==> config.mk <==
export PLATFORM = sky130hd
export DESIGN_NAME = hc_enc_arb
export DESIGN_NICKNAME = d
export VERILOG_FILES = /design/src/rtl/hc_enc_arb.sv
export SDC_FILE = /design/constraint.sdc
export NUM_CORES = 1
export LEC_CHECK = 0
export ABC_AREA = 1
export BUFFER_PORTS_ARGS = -buffer_cell sky130_fd_sc_hd__buf_2
export CAP_MARGIN = 20
export CELL_PAD_IN_SITES_DETAIL_PLACEMENT = 1
export CELL_PAD_IN_SITES_GLOBAL_PLACEMENT = 2
export CORE_MARGIN = 2
export CORE_UTILIZATION = 26
export CTS_CLUSTER_SIZE = 12
export DETAILED_ROUTE_END_ITERATION = 12
export PLACE_DENSITY_LB_ADDON = 0.1
export SYNTH_ARGS = -nofsm -noshare
export SYNTH_HDL_FRONTEND = slang
export SYNTH_SLANG_ARGS = --single-unit
==> constraint.sdc <==
create_clock -name i_clk -period 3.4 [get_ports i_clk]
set_clock_uncertainty 0.2 [all_clocks]
set_input_delay 0 -clock i_clk [delete_from_list [all_inputs] [get_ports i_clk]]
set_output_delay 0 -clock i_clk [all_outputs]
set_load 0.03 [all_outputs]
==> src/rtl/hc_enc_arb.sv <==
// hc_enc_arb
// Round-robin arbiter in front of one shared Hamming(7,4) encoder. It has a
// single-entry output register that can pass data straight through.
//
// Ports
//   i_clk       rising-edge clock
//   i_rst       synchronous active-high reset
//   i_inj_pos   (HC_ENC_ARB_ERR_INJ_EN only) at accept, a value 1..7 flips
//               that codeword bit; 0 flips nothing
//   i_req_vld   per-requester data valid
//   i_req_data  requester n data in bits [4n+3:4n]
//   o_req_rdy   one-hot grant, combinational
//   o_enc_vld   codeword valid (registered)
//   o_enc_data  codeword [7:1] (registered)
//   o_enc_id    index of the source requester (registered)
//   i_enc_rdy   downstream ready
//
// Optional feature: define HC_ENC_ARB_ERR_INJ_EN to add the i_inj_pos
// error-injection input.
module hc_enc_arb #(
    parameter int NUM_REQ = 4,
    parameter int DATA_WD = 4,
    parameter int CHK_WD  = 3
) (
    input  logic                           i_clk,
    input  logic                           i_rst,
`ifdef HC_ENC_ARB_ERR_INJ_EN
    input  logic [2:0]                     i_inj_pos,
`endif
    input  logic [NUM_REQ-1:0]             i_req_vld,
    input  logic [NUM_REQ*DATA_WD-1:0]     i_req_data,
    output logic [NUM_REQ-1:0]             o_req_rdy,
    output logic                           o_enc_vld,
    output logic [DATA_WD+CHK_WD:1]        o_enc_data,
    output logic [$clog2(NUM_REQ)-1:0]     o_enc_id,
    input  logic                           i_enc_rdy
);

    localparam int ID_WD = $clog2(NUM_REQ);
    localparam int CW_WD = DATA_WD + CHK_WD;

    typedef enum logic {
        ST_EMPTY = 1'b0,
        ST_FULL  = 1'b1
    } state_t;

    state_t             state_r;
    logic               enc_vld_r;
    logic [CW_WD:1]     enc_data_r;
    logic [ID_WD-1:0]   enc_id_r;
    logic [ID_WD-1:0]   last_grant_r;

    logic               accept_en_s;
    logic               found_s;
    logic               accept_s;
    logic [ID_WD-1:0]   idx_s;
    logic [ID_WD-1:0]   gnt_id_s;
    logic [DATA_WD:1]   req_data_s;
    logic [CW_WD:1]     cw_s;

    // Hamming(7,4). Parity bits sit at positions 1, 2 and 4. Data bits fill positions 3, 5, 6 and 7.
    function automatic logic [CW_WD:1] hamming_enc(input logic [DATA_WD:1] d);
        logic [CW_WD:1] cw;
        cw    = '0;
        cw[1] = d[1] ^ d[2] ^ d[4];
        cw[2] = d[1] ^ d[3] ^ d[4];
        cw[3] = d[1];
        cw[4] = d[2] ^ d[3] ^ d[4];
        cw[5] = d[2];
        cw[6] = d[3];
        cw[7] = d[4];
        return cw;
    endfunction

    // Round-robin search. It starts just after the last granted index and wraps at NUM_REQ.
    always_comb begin
        accept_en_s = ~i_rst & ((state_r == ST_EMPTY) | i_enc_rdy);
        found_s     = 1'b0;
        gnt_id_s    = '0;
        idx_s       = '0;
        for (int k = 1; k <= NUM_REQ; k++) begin
            idx_s = ID_WD'((int'(last_grant_r) + k) % NUM_REQ);
            if (!found_s && i_req_vld[idx_s]) begin
                found_s  = 1'b1;
                gnt_id_s = idx_s;
            end else begin
                found_s  = found_s;
            end
        end
        accept_s = found_s & accept_en_s;
        if (accept_s) begin
            o_req_rdy = NUM_REQ'(1) << gnt_id_s;
        end else begin
            o_req_rdy = '0;
        end
    end

    // Select the granted requester's data. Data from requesters without a grant is ignored.
    always_comb begin
        req_data_s = '0;
        for (int n = 0; n < NUM_REQ; n++) begin
            if (gnt_id_s == ID_WD'(n)) begin
                req_data_s = i_req_data[n*DATA_WD +: DATA_WD];
            end else begin
                req_data_s = req_data_s;
            end
        end
    end

`ifdef HC_ENC_ARB_ERR_INJ_EN
    // Codeword to register. A nonzero i_inj_pos flips the bit at that position.
    always_comb begin
        if (i_inj_pos == 3'd0) begin
            cw_s = hamming_enc(req_data_s);
        end else begin
            cw_s = hamming_enc(req_data_s) ^ (CW_WD'(1) << (i_inj_pos - 3'd1));
        end
    end
`else
    // Codeword to register, exactly as encoded
    always_comb begin
        cw_s = hamming_enc(req_data_s);
    end
`endif

    // EMPTY/FULL state machine. It holds the single-entry output register and the round-robin pointer.
    always_ff @(posedge i_clk) begin
        if (i_rst) begin
            state_r      <= ST_EMPTY;
            enc_vld_r    <= 1'b0;
            enc_data_r   <= '0;
            enc_id_r     <= '0;
            last_grant_r <= ID_WD'(NUM_REQ - 1);
        end else begin
            case (state_r)
                ST_EMPTY: begin
                    if (accept_s) begin
                        state_r      <= ST_FULL;
                        enc_vld_r    <= 1'b1;
                        enc_data_r   <= cw_s;
                        enc_id_r     <= gnt_id_s;
                        last_grant_r <= gnt_id_s;
                    end else begin
                        state_r      <= ST_EMPTY;
                        enc_vld_r    <= 1'b0;
                    end
                end
                ST_FULL: begin
                    if (accept_s) begin
                        // The old word leaves and the new word loads in the same cycle
                        state_r      <= ST_FULL;
                        enc_vld_r    <= 1'b1;
                        enc_data_r   <= cw_s;
                        enc_id_r     <= gnt_id_s;
                        last_grant_r <= gnt_id_s;
                    end else if (i_enc_rdy) begin
                        state_r      <= ST_EMPTY;
                        enc_vld_r    <= 1'b0;
                    end else begin
                        state_r      <= ST_FULL;
                        enc_vld_r    <= 1'b1;
                    end
                end
                default: begin
                    state_r      <= ST_EMPTY;
                    enc_vld_r    <= 1'b0;
                end
            endcase
        end
    end

    assign o_enc_vld  = enc_vld_r;
    assign o_enc_data = enc_data_r;
    assign o_enc_id   = enc_id_r;

endmodule

==> results.py <==
metrics = {
    "drt": {
        "wl_per_cell_um": 12.00,
        "drc": 0,
        "ant_nets": 0,
        "vias_per_cell": 4.619,
        "vias": 1164,
        "firstDrtPassIters": 4,
        "drt_iter0_markers": 75,
        "finalWirelength_mm": 3.024,
    },
    "timing": {
        "setup_viol": 0,
        "fin_crit_ns": 2.635,
        "slew_headroom": 0.7347,
        "setup_tns_ns": 0,
        "finalCritPeriodShare": 0.7750,
        "final_hold_viol_count": 1,
        "rsz0062_at_grt": "no",
        "hold_slack_ns": -0.006948,
        "max_freq_mhz": 379.5,
        "worst_pin_slew_ns": 0.3973,
        "slew_viol_final": 0,
    },
    "finish": {
        "area.growth.synth_to_final_pct": 28.80,
        "diodes": 0,
        "fillCellCount": 523,
        "multiInputGateArea_um2": 696.9,
        "drive_gt1_frac": 0.3529,
        "nets": 228,
        "regArea_um2": 240.2,
    },
    "grt": {
        "grt-ovfl-total": 0,
        "grtUsageMet3": 0.03378,
        "grt_util_met1": 0.1898,
        "met2_usage": 0.2625,
        "track_usage": 0.1478,
        "grt_pass1_wl_mm": 5.119,
        "busiest_layer": "met2",
        "grt_pass1_vias": 1180,
        "antenna_found_initial": 0,
        "grt_max_degree": 16,
    },
    "synth": {
        "ys_top_cells_by_count": "nand2_1 (52), nand3_1 (22), nand2_2 (13)",
        "synth_edf_count": 0,
        "ys_types": 25,
        "yosys_warnings": 0,
        "async_reset_ff_frac": 0,
        "synth_top_area_cell": "dfxtp_1",
        "yosysMostFrequentCell": "nand2_1",
        "synthFlopType": "dfxtp_1",
        "synthesis.nets": 187,
        "avgSynthCellArea_um2": 6.279,
        "syn_area_mm2": 0.001030,
        "netlist.area_leader.share": 0.2333,
        "synthCells": 164,
        "synth_area_leaders": "dfxtp_1 (23%), nand2_1 (19%), nand3_1 (11%), nand2_2 (7.9%), nor2_1 (4.4%)",
        "postSynthRegisterBits": 12,
        "ys_seq_area_frac": 0.2333,
    },
    "setup_path": {
        "crit_arrival_ns": 2.56,
        "worst-endpoint-required_ns": 3.33,
        "endpoint_kind": "flip-flop",
        "crit_path_start_kind": "flip-flop",
        "crit_fanout": 13,
        "criticalPathCategory": "reg -> reg",
    },
    "placed_design": {
        "dp_hpwl_mm": 2.586,
        "routabilityCongestion": 0.7639,
        "io_buffers": 36,
    },
    "floorplanning": {
        "core-area_mm2": 0.003744,
        "ios": 37,
        "dieArea_mm2": 0.004480,
        "start_util": 0.2751,
        "rows": 22,
        "die_h_um": 66.93,
        "die_x_um": 66.93,
    },
    "outcome": {
        "violations": "hold timing",
        "status": "finished with violations",
    },
    "clock_network": {
        "numCtsBuffers": 3,
        "clock_path_buffers": 2,
        "cts_num_sinks": 12,
        "htreeDepth": 1,
        "cts_tree": "done",
        "post_cts_resized": 0,
        "path_clk_slew_ns": 0.06,
        "clk_latency_ns": 0.24,
        "cts_root_buf": "clkbuf_8",
    },
    "min_path": {
        "hold_class": "in -> reg",
    },
    "job": {
        "cap_violations": 0,
    },
}
final timing paths:
check                       start       endpoint  slack, ns  depth (start not counted)
setup / recovery  last_grant_r[0]  o_enc_data[2]       0.76                         17
hold / removal      i_req_data[7]  o_enc_data[7]     -0.007                          5
setup reg to reg  last_grant_r[0]  o_enc_data[2]       0.76                         17
hold reg to reg       o_enc_id[0]    o_enc_id[0]       0.27                          2
metrics by stage:
| stage | setup slack [ns] | hold WS, ns | cells | area [um^2] | utilization |
|---|---|---|---|---|---|
| floorplan | 1.162 | -0.1309 | 164 | 1030 | - |
| global placement | 0.8458 | 0.02622 | 246 | 1251 | 0.3342 |
| detailed placement | 0.7170 | 0.02771 | 246 | 1251 | 0.3342 |
| CTS | 0.7060 | 0.002263 | 252 | 1326 | 0.3543 |
| global route | 0.4910 | 0.04457 | 252 | 1326 | 0.3543 |
| finish | 0.7649 | -0.006948 | 252 | 1326 | 0.3543 |
what timing repair did:
item	CTS	global route
endpoints found under the hold margin	6	0
hold buffers	2	0
buffers inserted	0	0
cell families (layout without fill, tap and decap cells):
family	after synthesis	after routing	synth area share
flip-flops	12	12	0.2333
buffers and inverters	20	60	0.08992
AND/OR/NAND/NOR	118	118	0.6027
AO/OA/AOI/OAI	14	14	0.07412
state kept, by name, summed over array words and instances (netlist names):
signal / flops
last_grant_r: 2
o_enc_id: 2
o_enc_vld: 1
o_enc_data: 7
per-layer routing:
metal	vias to the layer above	part of all wire
met5	-	0
met1	526	0.48
met2	29	0.47
li1	609	-
met3	0	0.052
met4	0	0
critical path: stages, from the launching register on:
cell      delay, ns
dfxtp_1        0.56
inv_4          0.11
nand2_2        0.08
nand2_1        0.07
nand2_1        0.10
nand2_2        0.09
nor2_8         0.14
nand3b_2       0.09
nand2_2        0.24
nor2_2         0.09
nand2_1        0.08
nand3_1        0.07
nor2_1         0.24
nand2_2        0.10
nand2_2        0.09
nand2_1        0.05
nand2_1        0.06
a21oi_1        0.05
area by class of cell:
type,instances,share of cell area
multi-input combinational,132,0.5255
sequential,12,0.1811
timing repair buffer,39,0.1566
inverter,17,0.05000
tap,48,0.04528
clock buffer,4,0.04151
cell usage in the layout (no fill, tap or decap), types with 3 or more instances in the layout:
cell      count
nand2_1      52
buf_2        36
nand3_1      22
nand2_2      13
nor2_1       12
dfxtp_1      12
inv_1        10
o21ai_0       7
inv_2         4
nand4_1       4
a21oi_1       4
clkbuf_8      4
nor2_2        3
Power is left out: the tool's default activity adds up to more than one toggle a clock period on the data nets, which glitch-free logic cannot reach.
